===== config.mk =====
export PLATFORM = sky130hd
export DESIGN_NAME = fixed_to_float
export DESIGN_NICKNAME = d
export VERILOG_FILES = /design/src/rtl/cordic_fp_pkg.sv /design/src/rtl/cordic_lzc.sv /design/src/rtl/fixed_to_float.sv
export SDC_FILE = /design/constraint.sdc
export NUM_CORES = 1
export LEC_CHECK = 0
export ABC_CLOCK_PERIOD_IN_PS = 2900
export CAP_MARGIN = 10
export CELL_PAD_IN_SITES_DETAIL_PLACEMENT = 1
export CELL_PAD_IN_SITES_GLOBAL_PLACEMENT = 1
export CORE_ASPECT_RATIO = 0.75
export CORE_MARGIN = 2
export CORE_UTILIZATION = 44
export CTS_CLUSTER_SIZE = 24
export DETAILED_ROUTE_END_ITERATION = 10
export GPL_TIMING_DRIVEN = 0
export PLACE_DENSITY = 0.88
export SKIP_LAST_GASP = 1
export SLEW_MARGIN = 10
export SYNTH_ARGS = -nofsm -noshare
export SYNTH_HDL_FRONTEND = slang
export SYNTH_HIERARCHICAL = 1
export SYNTH_SLANG_ARGS = --single-unit

===== constraint.sdc =====
create_clock -name clk -period 2.9 [get_ports clk]
set_clock_uncertainty 0.15 [all_clocks]
set_input_delay 0.58 -clock clk [delete_from_list [all_inputs] [get_ports clk]]
set_output_delay 0.58 -clock clk [all_outputs]
set_load 0.02 [all_outputs]

===== src/rtl/cordic_fp_pkg.sv =====
// Shared constants and packing helper for the CORDIC float<->fixed converters.
// Used by both fixed_to_float and float_to_fixed.
package cordic_fp_pkg;

    localparam int FP_EXP_W = 8;
    localparam int FP_MAN_W = 23;
    localparam int FP_BIAS  = 127;

    localparam logic [31:0] FP_ZERO    = 32'h0000_0000;
    localparam logic [31:0] FP_POS_ONE = 32'h3F80_0000;

    localparam int CORDIC_FRAC_BITS = 22;
    localparam int CORDIC_WIDTH     = 24;

    function automatic logic [31:0] fp_pack(
        input logic                sign,
        input logic [FP_EXP_W-1:0] exp_field,
        input logic [FP_MAN_W-1:0] man_field
    );
        fp_pack = {sign, exp_field, man_field};
    endfunction

endpackage


===== src/rtl/cordic_lzc.sv =====
// Combinational leading-one locator: bit index of the highest set bit plus an
// all-zero flag, for a vector of any width >= 2.
module cordic_lzc #(
    parameter int WIDTH = 24,
    parameter int POS_W = (WIDTH > 1) ? $clog2(WIDTH) : 1
) (
    input  logic [WIDTH-1:0] vec,
    output logic [POS_W-1:0] pos,
    output logic             zero
);

    // Ascending scan so the highest set bit wins.
    always_comb begin
        pos  = '0;
        zero = ~|vec;
        for (int i = 0; i < WIDTH; i++) begin
            pos = vec[i] ? POS_W'(i) : pos;
        end
    end

endmodule


===== src/rtl/fixed_to_float.sv =====
// Signed fixed-point to IEEE-754 single converter, 3-stage valid/ready pipeline.
// Optional FIXED_TO_FLOAT_CLAMP_EN saturates |x| > 1.0 to +/-1.0 and flags it.
module fixed_to_float
    import cordic_fp_pkg::*;
#(
    parameter int IN_WIDTH  = CORDIC_WIDTH,
    parameter int FRAC_BITS = CORDIC_FRAC_BITS
) (
    input  logic                clk,
    input  logic                reset_n,
    input  logic                in_valid,
    output logic                in_ready,
    input  logic [IN_WIDTH-1:0] in_data,
    output logic                out_valid,
    input  logic                out_ready,
    output logic [31:0]         out_data
`ifdef FIXED_TO_FLOAT_CLAMP_EN
    ,
    output logic                out_clamped
`endif
);

    localparam int POS_W = (IN_WIDTH > 1) ? $clog2(IN_WIDTH) : 1;

    logic                load1;
    logic                load2;
    logic                load3;

    logic                s1_valid;
    logic                s1_sign;
    logic [IN_WIDTH-1:0] s1_mag;
    logic                s2_valid;
    logic                s2_sign;
    logic [IN_WIDTH-1:0] s2_mag;
    logic [POS_W-1:0]    s2_pos;
    logic                s2_zero;

    logic [IN_WIDTH-1:0] abs_val;
    logic [IN_WIDTH-1:0] mag_next;
    logic [POS_W-1:0]    lzc_pos;
    logic                lzc_zero;
    logic [22:0]         man_next;
    logic [7:0]          exp_next;
    logic [31:0]         word_next;

`ifdef FIXED_TO_FLOAT_CLAMP_EN
    localparam logic [IN_WIDTH:0] ONE_FX = (IN_WIDTH + 1)'(1) << FRAC_BITS;
    logic clamp_hit;
    logic s1_clamp;
    logic s2_clamp;
`endif

    // Back-pressure chain: a stage refills when empty or when its successor drains it.
    always_comb begin
        load3    = ~out_valid | out_ready;
        load2    = ~s2_valid | load3;
        load1    = ~s1_valid | load2;
        in_ready = load1;
    end

    // S1 magnitude; the most-negative input wraps to exactly 2^(IN_WIDTH-1).
    always_comb begin
        if (in_data[IN_WIDTH-1]) begin
            abs_val = (~in_data) + IN_WIDTH'(1);
        end else begin
            abs_val = in_data;
        end
`ifdef FIXED_TO_FLOAT_CLAMP_EN
        clamp_hit = ({1'b0, abs_val} > ONE_FX);
        mag_next  = clamp_hit ? ONE_FX[IN_WIDTH-1:0] : abs_val;
`else
        mag_next  = abs_val;
`endif
    end

    // Stage 1 register.
    always_ff @(posedge clk or negedge reset_n) begin
        if (!reset_n) begin
            s1_valid <= 1'b0;
            s1_sign  <= 1'b0;
            s1_mag   <= '0;
`ifdef FIXED_TO_FLOAT_CLAMP_EN
            s1_clamp <= 1'b0;
`endif
        end else if (load1) begin
            s1_valid <= in_valid;
            s1_sign  <= in_data[IN_WIDTH-1];
            s1_mag   <= mag_next;
`ifdef FIXED_TO_FLOAT_CLAMP_EN
            s1_clamp <= clamp_hit;
`endif
        end
    end

    cordic_lzc #(
        .WIDTH (IN_WIDTH),
        .POS_W (POS_W)
    ) u_lzc (
        .vec  (s1_mag),
        .pos  (lzc_pos),
        .zero (lzc_zero)
    );

    // Stage 2 register.
    always_ff @(posedge clk or negedge reset_n) begin
        if (!reset_n) begin
            s2_valid <= 1'b0;
            s2_sign  <= 1'b0;
            s2_mag   <= '0;
            s2_pos   <= '0;
            s2_zero  <= 1'b1;
`ifdef FIXED_TO_FLOAT_CLAMP_EN
            s2_clamp <= 1'b0;
`endif
        end else if (load2) begin
            s2_valid <= s1_valid;
            s2_sign  <= s1_sign;
            s2_mag   <= s1_mag;
            s2_pos   <= lzc_pos;
            s2_zero  <= lzc_zero;
`ifdef FIXED_TO_FLOAT_CLAMP_EN
            s2_clamp <= s1_clamp;
`endif
        end
    end

    // S3 normalise: the leading one lands on the hidden bit (23) and is dropped.
    always_comb begin
        man_next = 23'(24'(s2_mag) << (5'd23 - 5'(s2_pos)));
        exp_next = 8'(s2_pos) + 8'(FP_BIAS) - 8'(FRAC_BITS);
        if (s2_zero) begin
            word_next = FP_ZERO;
        end else begin
            word_next = fp_pack(s2_sign, exp_next, man_next);
        end
    end

    // Stage 3 / output register; holds while the consumer stalls.
    always_ff @(posedge clk or negedge reset_n) begin
        if (!reset_n) begin
            out_valid   <= 1'b0;
            out_data    <= FP_ZERO;
`ifdef FIXED_TO_FLOAT_CLAMP_EN
            out_clamped <= 1'b0;
`endif
        end else if (load3) begin
            out_valid   <= s2_valid;
            out_data    <= word_next;
`ifdef FIXED_TO_FLOAT_CLAMP_EN
            out_clamped <= s2_clamp;
`endif
        end
    end

endmodule

==> flow_summary_export.csv, run 1 <==
group,metric,value,unit
run_status,status,"complete, no violations",
synthesis,synth-simple-area-share,14.0,%
global_routing,gr-usage-met2,44.5,%
die,die_w,130,um
routing,wl,17.6,mm
global_routing,grt_usage,28.6,%
cts,numClockSinks,90,
synthesis,synth_compound_area_share,17.9,%
layout,final_util,54.9,%
layout,drive_above_1_share,14.5,%
synthesis,synth_edf_count,0,
critical_path,r2r-start,"s2_pos[3]$_DFFE_PN0P_",
layout,ff_latch_area,2250,um2
critical_path,endpoint_kind,"output pin",
sta,period_needed,2870,ps
critical_path,crit_arrival,2140,ps
die,die_h,98.1,um
sta,max-slew-margin-rel,28.6,%
layout,multiInputGateArea,2750,um2
cts,clock_path_buffers,2,
sta,slew_violations,0,
pwr,powerDensity,843,nW/um2
global_routing,antenna_found_initial,1,
global_routing,globalRouteMet1Util,40.4,%
critical_path,path_class,"in -> out",
synthesis,ys_types,56,
die,core-area,11600,um2
placement,hpwl,13.3,mm
global_routing,grt_overflow_total,0,
sta,setup_ws,34.6,ps
layout,fin_cells,763,
cts,cts_inserted_buffers,9,
cts,path_clk_slew,70,ps
routing,drt_iter0_markers,371,
sta,rsz0062_at_grt,"yes",
pwr,leakagePower,0.00255,uW
critical_path,worstPathMaxFanout,8,
synthesis,synth_top_family_by_area,"compound AO/OA/AOI/OAI gates",
synthesis,synth.net_count,558,
layout,area_growth,22.2,%
routing,ant_nets,0,
routing,dr.pass1.iters,5,
cts,clk_latency,350,ps
global_routing,grt_pass1_vias,4857,
sta,final.period_utilization,98.8,%
global_routing,met3_usage,8.00,%
cts,h-tree-depth,3,
synthesis,synth_xor_area_share,4.04,%
global_routing,top_usage_layer,"met2",
placement,port_buffers,61,
layout,fillers,1322,
die,io-pin-count,62,
run,cap_violations,0,
critical_path,regToRegEndpoint,"out_data[9]$_DFFE_PN0P_",
placement,dp_worst_setup_slack,-891,ps
critical_path,worstRegToRegCells,8,
cts,ctsRootBufferMaster,"clkbuf_16",
hold_path,hp-class,"in -> async",
synthesis,syn_inst,526,
routing,drt-wirelength-per-cell,23.0,um
routing,drcViolationCount,0,
synthesis,synth_seq_area_share,43.3,%
global_routing,grt_pass1_wl,27.5,mm
sta,max_freq,0.349,GHz
cts,cts_tree,"built",
sta,hold_violations,0,
synthesis,async_reset_ff_share,100,%
sta,tightest_slew,1060,ps
placement,dpl.cell_count,750,
layout,nNetsFinal,628,
critical_path,cp.required,2170,ps
synthesis,synth_adder_area_share,0.962,%
sta,setup_viol,0,
critical_path,start_kind,"primary input",
synthesis,ys_ff_latch,90,
die,start_util,44.9,%
synthesis,ys.flop_type,"dfrtp_1",
synthesis,synth-warning-count,6,
layout,n_antenna_cell,0,
die,rows,34,
synthesis,synth.avg_cell_area,9.89,um2
global_routing,grt_max_degree,51,
synthesis,yosys-mux-area-fraction,15.8,%
cts,ctsHoldBuffers,0,
placement,gp_congestion,0.952,
routing,num_vias,4740,
die,dieArea,12700,um2
synthesis,syn_area,5200,um2
pwr,vdd_drop_max,0.392,mV
critical_path,r2r_setup_slack,170,ps
routing,viasPerCell,6.21,
==> cells in the mapped netlist, types with 3 or more instances <==
cell	n	area share [%]
buf_2	5	0.48
buf_1	4	0.29
clkbuf_1	23	1.7
a32oi_1	3	0.51
a31oi_1	3	0.36
xnor2_1	5	0.84
nor3_1	12	1.2
o41ai_1	4	0.67
mux2i_1	17	3.3
mux2_2	40	8.7
nand2_1	70	5.1
nor4_1	5	0.60
a211oi_1	5	0.72
and2_1	5	0.60
inv_1	12	0.87
o31ai_1	12	1.7
and3_1	4	0.48
nand2b_1	9	1.1
a22o_1	11	1.9
o21ai_0	44	4.2
mux4_2	9	3.9
dfrtp_1	89	43
nor2b_1	6	0.72
nor2_1	34	2.5
a21oi_1	24	2.3
ha_1	4	0.96
xor2_1	19	3.2
a221oi_1	9	1.5
buf_6	3	0.65
a221o_1	3	0.58
==> what timing repair did <==
item,4_1_cts,5_1_grt
buffers inserted,1,0
resized for setup,3,7
hold endpoints to repair,0,0
endpoints found under the setup margin,20,22
cloned,0,0
==> cells by family (layout without fill, tap and decap cells) <==
kind of cell             after synthesis  after routing
flip-flops                            90             90
adder cells (fa/ha/maj)                4              4
AND/OR/NAND/NOR                      158            158
AO/OA/AOI/OAI                        137            137
buffers and inverters                 47            122
multiplexers                          66             66
XOR/XNOR                              24             24
==> layer usage <==
metal  routed length [um]  vias up
li1                     -     2056
met2                 8150      201
met3                 1520       21
met5                    0        -
met1                 7720     2462
met4                  189        0
==> sequential cells by signal, indices dropped and copies added (netlist names) <==
signal     flops
s2_sign        1
s2_pos         5
s1_mag        24
out_data      32
s1_valid       1
s2_zero        1
s2_mag        23
s2_valid       1
s1_sign        1
out_valid      1
==> worst max-delay path by stage <==
stage,startpoint,endpoint,slack (ps),cells after the start
final,out_ready,in_ready,30,6
after global routing,out_ready,in_ready,-80,6
after CTS,out_ready,in_ready,-200,7
after global placement,reset_n,out_data[21]$_DFFE_PN0P_,-2000,1
after detailed placement,out_ready,in_ready,-890,8
after floorplan,s2_pos[3]$_DFFE_PN0P_,out_data[9]$_DFFE_PN0P_,380,10
==> critical path, cell delays in order <==
cell and delay (ps):
clkdlybuf4s50_1 400, nor2b_1 100, buf_2 240, and3_2 300, clkinvlp_4 170, dlygate4sd2_1 350
==> cells in the final DEF (no fill, tap or decap), types with 4 or more instances in the layout <==
master	instances
buf_2	5
inv_1	11
and2_1	5
a22o_1	11
mux4_2	9
dfrtp_1	89
nor2b_1	6
ha_1	4
xor2_1	19
mux2i_1	17
o41ai_1	4
a211oi_1	5
o21ai_0	44
clkbuf_16	9
nor2_1	34
clkbuf_1	18
nor4_1	4
a221oi_1	9
a21oi_1	24
mux2_2	40
nand2_1	70
xnor2_1	5
buf_1	4
clkdlybuf4s50_1	59
nand2b_1	9
nor3_1	12
o31ai_1	12
==> power by group <==
| part | switching, uW | internal [uW] | total, uW | leakage (uW) |
|---|---|---|---|---|
| sequential | 329 | 1570 | 1900 | 0.00107 |
| clock | 533 | 680 | 1210 | 0.000141 |
| combinational | 1240 | 1000 | 2240 | 0.00133 |
==> final cells by class <==
type	count	share of cell area, %
clock inverters	6	1.16
inverters	12	0.768
repair buffers	63	10.1
plain buffers	31	2.36
well taps	162	3.19
clock buffers	10	3.60
multi-input cells	389	43.3
flip-flops and latches	90	35.5
==> stage by stage <==
stage | instance area [um2] | total power (uW) | hold WS [ps] | setup TNS, ps
floorplan | 5200 | 3140 | 134 | 0
global placement | 6010 | 4000 | 302 | -183100
detailed placement | 6040 | 4090 | 307 | -7900
CTS | 6340 | 5330 | 77.2 | -203
global route | 6350 | 5610 | 101 | -79.7
finish | 6350 | 5350 | 63.0 | 0
No activity file was read; power rests on OpenSTA's default activity.
==> inputs of run 2 (changes only) <==
Settings changed: ABC_CLOCK_PERIOD_IN_PS 2900 to 2400, CORE_UTILIZATION 44 to 40, PLACE_DENSITY 0.88 to 0.84, REMOVE_ABC_BUFFERS set to 1.
Clock period 2.9 ns to 2.4 ns, I/O delays scaled along.
==> run 2 against run 1 <==
Clock power rose by 28%. Highest routed layer unchanged. Count of clock-buffer cells in the layout rose by 1. Global-route usage fell by 5.9 points. Cell area increased by 2.7%. Non-clock buffer count down 15. Critical endpoint unchanged. Power rose by 20%.
==> flow_summary_export.csv, run 2 (synthesis results as in run 1) <==
group,metric,value,unit
hold_path,hp-class,"reg -> reg",
routing,wl_met2,7.27,mm
global_routing,grt_max_degree,58,
layout,top_regs,"out_data: 32 flops, s1_mag: 24 flops, s2_mag: 23 flops",
sta,whs,324,ps
sta,max_freq,0.424,GHz
critical_path,start_kind,"primary input",
sta,final.period_utilization,98.2,%
placement,gp_congestion,0.881,
routing,dr.pass1.iters,5,
layout,final_common_cell,"dfrtp_1",
die,start_util,40.5,%
global_routing,grt_pass1_vias,4608,
layout,fin_cells,759,
layout,area_growth,25.5,%
layout,drive_above_1_share,19.0,%
routing,drt-wirelength-per-cell,20.1,um
global_routing,antenna_found_initial,0,
sta,max-slew-margin-rel,35.8,%
routing,ant_nets,0,
die,io-pin-count,62,
sta,period_needed,2360,ps
pwr,power_frac_seq,36.5,%
layout,top_register,"out_data",
routing,wl_met1,6.96,mm
pwr,pwr-share-clk,24.0,%
placement,hpwl,10.1,mm
critical_path,endpoint_kind,"output pin",
routing,num_vias,4492,
sta,slew_violations,0,
layout,fillers,1431,
critical_path,cp.required,1770,ps
routing,wl_met3,908,um
die,rows,36,
placement,port_buffers,61,
critical_path,crit_arrival,1730,ps
sta,tightest_slew,960,ps
routing,drt_iter0_markers,359,
layout,ff_latch_area,2260,um2
placement,dpl.cell_count,725,
layout,n_antenna_cell,0,
pwr,combPwrFrac,39.5,%
layout,final_util,50.8,%
pwr,leakagePower,0.00263,uW
cts,clk_latency,350,ps
cts,cts_tree,"built",
cts,cts_inserted_buffers,9,
layout,largest_register_ff_count,32,
die,core-area,12800,um2
cts,ctsRootBufferMaster,"clkbuf_16",
routing,drcViolationCount,0,
critical_path,path_class,"in -> out",
routing,dr.max_layer_used,"met4",
cts,path_clk_slew,60,ps
die,dieArea,13900,um2
global_routing,grt_usage,22.7,%
layout,multiInputGateArea,2860,um2
run_status,status,"complete, no violations",
pwr,vdd_drop_max,0.457,mV
die,die_w,136,um
pwr,power.total,6440,uW
sta,setup_viol,0,
die,die_h,103,um
routing,wl,15.3,mm
pwr,powerDensity,987,nW/um2
layout,mostFrequentLayoutCells,"dfrtp_1, nand2_1, clkdlybuf4s50_1",
routing,viasPerCell,5.92,
global_routing,grt_overflow_total,0,
layout,nNetsFinal,615,
cts,h-tree-depth,3,
run,cap_violations,0,
pwr,switchingPower,2370,uW
critical_path,worstPathMaxFanout,5,
pwr,internal-power,4070,uW
global_routing,grt_pass1_wl,24.5,mm
sta,hold_violations,0,
pwr,swShare,36.8,%
cts,clock_path_buffers,2,
cts,numClockSinks,90,
[run 2: per-stage QoR]
step	area (um2)	TNS [ps]	setup slack, ps
floorplan	5040	-109140	-1740
global placement	5860	-460480	-3740
detailed placement	5920	-54400	-1660
CTS	6420	-94.8	-94.8
global route	6520	-17.4	-17.4
finish	6520	0	43.0
[run 2: final timing paths]
| check | start | endpoint | slack, ps | depth (start not counted) |
|---|---|---|---|---|
| hold / removal | out_data[28]$_DFFE_PN0P_ | out_data[28]$_DFFE_PN0P_ | 320 | 2 |
| hold reg to reg | out_data[28]$_DFFE_PN0P_ | out_data[28]$_DFFE_PN0P_ | 320 | 2 |
| setup / recovery | out_ready | in_ready | 40 | 5 |
| min in group asynchronous | reset_n | out_valid$_DFFE_PN0P_ | 470 | 2 |
| setup reg to reg | s2_pos[3]$_DFFE_PN0P_ | out_data[9]$_DFFE_PN0P_ | 150 | 7 |
| max in group asynchronous | reset_n | s2_zero$_DFFE_PN1P_ | 950 | 3 |
[run 2: critical path, cell delays in order]
cell	delay, ps
clkdlybuf4s50_1	450
nor2b_4	140
and3_4	240
clkinvlp_4	120
clkdlybuf4s15_1	300
[run 2: final cells by class]
class	count	share of cell area, %
clock buffers	11	3.72
inverters	12	0.863
well taps	171	3.28
multi-input cells	391	43.8
repair buffers	79	12.5
flip-flops and latches	90	34.7
clock inverters	5	1.19
[run 2: power by group through the flow]
stage,Clock [uW],Sequential (uW),Combinational (uW)
floorplan,0,2540,1190
global placement,0,2380,2250
detailed placement,0,2410,2320
CTS,1570,2360,2450
global route,1630,2410,2740
finish,1550,2350,2540
[run 2: timing repair]
| item | in CTS | in global routing |
|---|---|---|
| hold buffers | 1 | 0 |
| gates cloned | 2 | 0 |
| pin swaps | 3 | 1 |
| endpoints found under the setup margin | 79 | 15 |
| buffers inserted | 7 | 8 |
| hold endpoints to repair | 33 | 0 |
| resized for setup | 22 | 11 |
[run 2: routing by layer]
layer,track usage (%),vias to the layer above
met5,0,-
met4,5.45,0
met3,5.56,12
met2,37.8,141
met1,30.4,2305
li1,-,2034
==> inputs of run 3 (changes only) <==
Settings changed: MAX_ROUTING_LAYER set to met4, SKIP_CTS_REPAIR_TIMING set to 1, SYNTH_HIERARCHICAL 1 to unset.
==> run 3 against run 2 <==
Synthesized cell count is 1.3% lower. Die area up 0.51%. Non-clock buffer count decreased by 8. Worst setup slack lost 180 ps. Sequential share of layout area rose by 0.42 points. Power decreased by 3.5%. First-iteration DRC count shrank 4.5%. Via count fell by 1.5%. Largest power group unchanged. The flow now finishes with violations (setup timing). Sequential power is essentially flat. Clock power decreased by 13%.
==> flow_summary_export.csv, run 3 <==
group,metric,value,unit
critical_path,path_class,"in -> out",
critical_path,crit_arrival,1910,ps
placement,port_buffers,61,
layout,nNetsFinal,601,
sta,rsz0062_at_grt,"yes",
layout,final_util,50.0,%
global_routing,grt_pass1_wl,24.3,mm
critical_path,start_kind,"primary input",
critical_path,r2r_setup_slack,60,ps
synthesis,syn_inst,519,
synthesis,async_reset_ff_share,100,%
sta,fin_tns_setup,-142,ps
critical_path,r2r-start,"s2_pos[0]$_DFFE_PN0P_",
die,die_h,103,um
hold_path,hold_start,"out_data[24]$_DFFE_PN0P_",
cts,path_clk_slew,60,ps
synthesis,ys_types,60,
synthesis,synth_edf_count,0,
global_routing,antenna_found_initial,0,
hold_path,hp-class,"reg -> reg",
synthesis,ys.flop_type,"dfrtp_1",
layout,top_regs,"out_data: 32 flops, s1_mag: 24 flops, s2_mag: 23 flops",
pwr,internal-power,3860,uW
synthesis,synth_most_common_cell,"dfrtp_1",
hold_path,min_to,"out_data[24]$_DFFE_PN0P_",
layout,mostFrequentLayoutCells,"dfrtp_1, nand2_1, clkdlybuf4s50_1",
routing,drt-wirelength-per-cell,20.7,um
routing,viasPerCell,5.94,
die,dieArea,14000,um2
pwr,power.total,6210,uW
cts,h-tree-depth,3,
layout,drive_above_1_share,17.6,%
sta,period_needed,2540,ps
synthesis,synth_area_leaders,"dfrtp_1, mux2_2, mux4_2, mux2i_1, nand2_1",
routing,num_vias,4424,
global_routing,grt_pass1_vias,4565,
layout,final_common_cell,"dfrtp_1",
layout,top_register,"out_data",
global_routing,grt_max_degree,67,
pwr,leakagePower,0.00257,uW
routing,drt_iter0_markers,343,
layout,area_growth,23.2,%
placement,dp_worst_setup_slack,-1870,ps
synthesis,synth_top_cell_by_area,"dfrtp_1",
cts,ctsRootBufferMaster,"clkbuf_16",
cts,clk_latency,350,ps
die,start_util,40.6,%
run,cap_violations,0,
synthesis,syn_area,5230,um2
critical_path,endpoint_kind,"output pin",
pwr,powerDensity,965,nW/um2
synthesis,synth.avg_cell_area,10.1,um2
routing,ant_nets,0,
run_status,violations,"setup timing",
pwr,combPwrFrac,40.2,%
cts,clock_path_buffers,2,
routing,dr.pass1.iters,5,
sta,final.period_utilization,106,%
layout,largest_register_ff_count,32,
critical_path,worstRegToRegCells,6,
die,rows,36,
die,die_w,136,um
global_routing,grt_overflow_total,0,
sta,tightest_slew,944,ps
placement,dpl.cell_count,720,
critical_path,cp.required,1770,ps
layout,fillers,1455,
cts,numClockSinks,90,
die,io-pin-count,62,
sta,setup_viol,1,
sta,hold_violations,0,
synthesis,synth_seq_area_share,43.1,%
layout,n_antenna_cell,0,
critical_path,regToRegEndpoint,"out_data[22]$_DFFE_PN0P_",
synthesis,ys_ff_latch,90,
placement,gp_congestion,0.908,
pwr,vdd_drop_max,0.409,mV
placement,hpwl,10.4,mm
pwr,pwr-share-clk,21.7,%
sta,setup_ws,-142,ps
synthesis,synth_top_area_share,42.6,%
pwr,switchingPower,2350,uW
pwr,swShare,37.8,%
critical_path,worstPathMaxFanout,11,
pwr,power_frac_seq,38.2,%
routing,drcViolationCount,0,
sta,slew_violations,0,
hold_path,hold_depth,2,
synthesis,synth-warning-count,0,
global_routing,grt_usage,23.1,%
cts,cts_inserted_buffers,9,
sta,max_freq,0.393,GHz
cts,cts_tree,"built",
synthesis,synthTopCellsByCount,"dfrtp_1, nand2_1, nor2_1",
routing,wl,15.5,mm
die,core-area,12900,um2
run_status,status,"finished, violations left",
layout,fin_cells,745,
sta,max-slew-margin-rel,36.9,%
[run 3: routing by layer]
layer | wire (um) | global-route usage, %
met2 | 7350 | 36.3
met4 | 216 | 7.37
met1 | 7080 | 30.7
met3 | 802 | 4.03
met5 | 0 | -
[run 3: power groups by stage]
stage,Sequential [uW],Clock [uW],Combinational [uW]
CTS,2350,1360,2420
global placement,2390,0,2250
detailed placement,2370,0,2400
finish,2370,1350,2490
floorplan,2570,0,1140
global route,2430,1430,2700
[run 3: logic make-up (layout without fill, tap and decap cells)]
kind of cell,Yosys count,after routing,share of synthesized area [%]
AO/OA/AOI/OAI,118,118,15.1
multiplexers,74,74,17.9
XOR/XNOR,24,24,4.02
buffers and inverters,46,99,3.69
flip-flops,90,90,43.1
AND/OR/NAND/NOR,163,165,15.2
adder cells (fa/ha/maj),4,4,0.957
[run 3: area by class of cell]
class / count / area (um2) / area share (%)
Sequential cell: 90 / 2260 / 35.1
Inverter: 12 / 48.8 / 0.758
Clock buffer: 12 / 246 / 3.83
Multi-Input combinational cell: 385 / 2890 / 44.9
Timing Repair Buffer: 71 / 751 / 11.7
Clock inverter: 4 / 27.5 / 0.428
Tap cell: 171 / 214 / 3.32
[run 3: how the worst max path moves through the flow]
stage | startpoint | endpoint | depth (start not counted)
5_1_grt | out_ready | in_ready | 5
2_1_floorplan | out_ready | in_ready | 3
4_1_cts | out_ready | in_ready | 5
3_5_place_dp | out_ready | in_ready | 5
3_3_place_gp | out_ready | in_ready | 5
6_report | out_ready | in_ready | 5
[run 3: critical path, stage by stage]
cell and delay, ps:
clkdlybuf4s50_1 450, nor2b_4 170, and3_4 310, clkinvlp_4 230, dlymetal6s2s_1 270
[run 3: metrics by stage]
step | cell area (um2) | hold WS, ps
6_report | 6440 | 326
2_1_floorplan | 5080 | 34.4
3_5_place_dp | 5990 | 268
3_3_place_gp | 5900 | 292
4_1_cts | 6260 | -105
5_1_grt | 6440 | 377
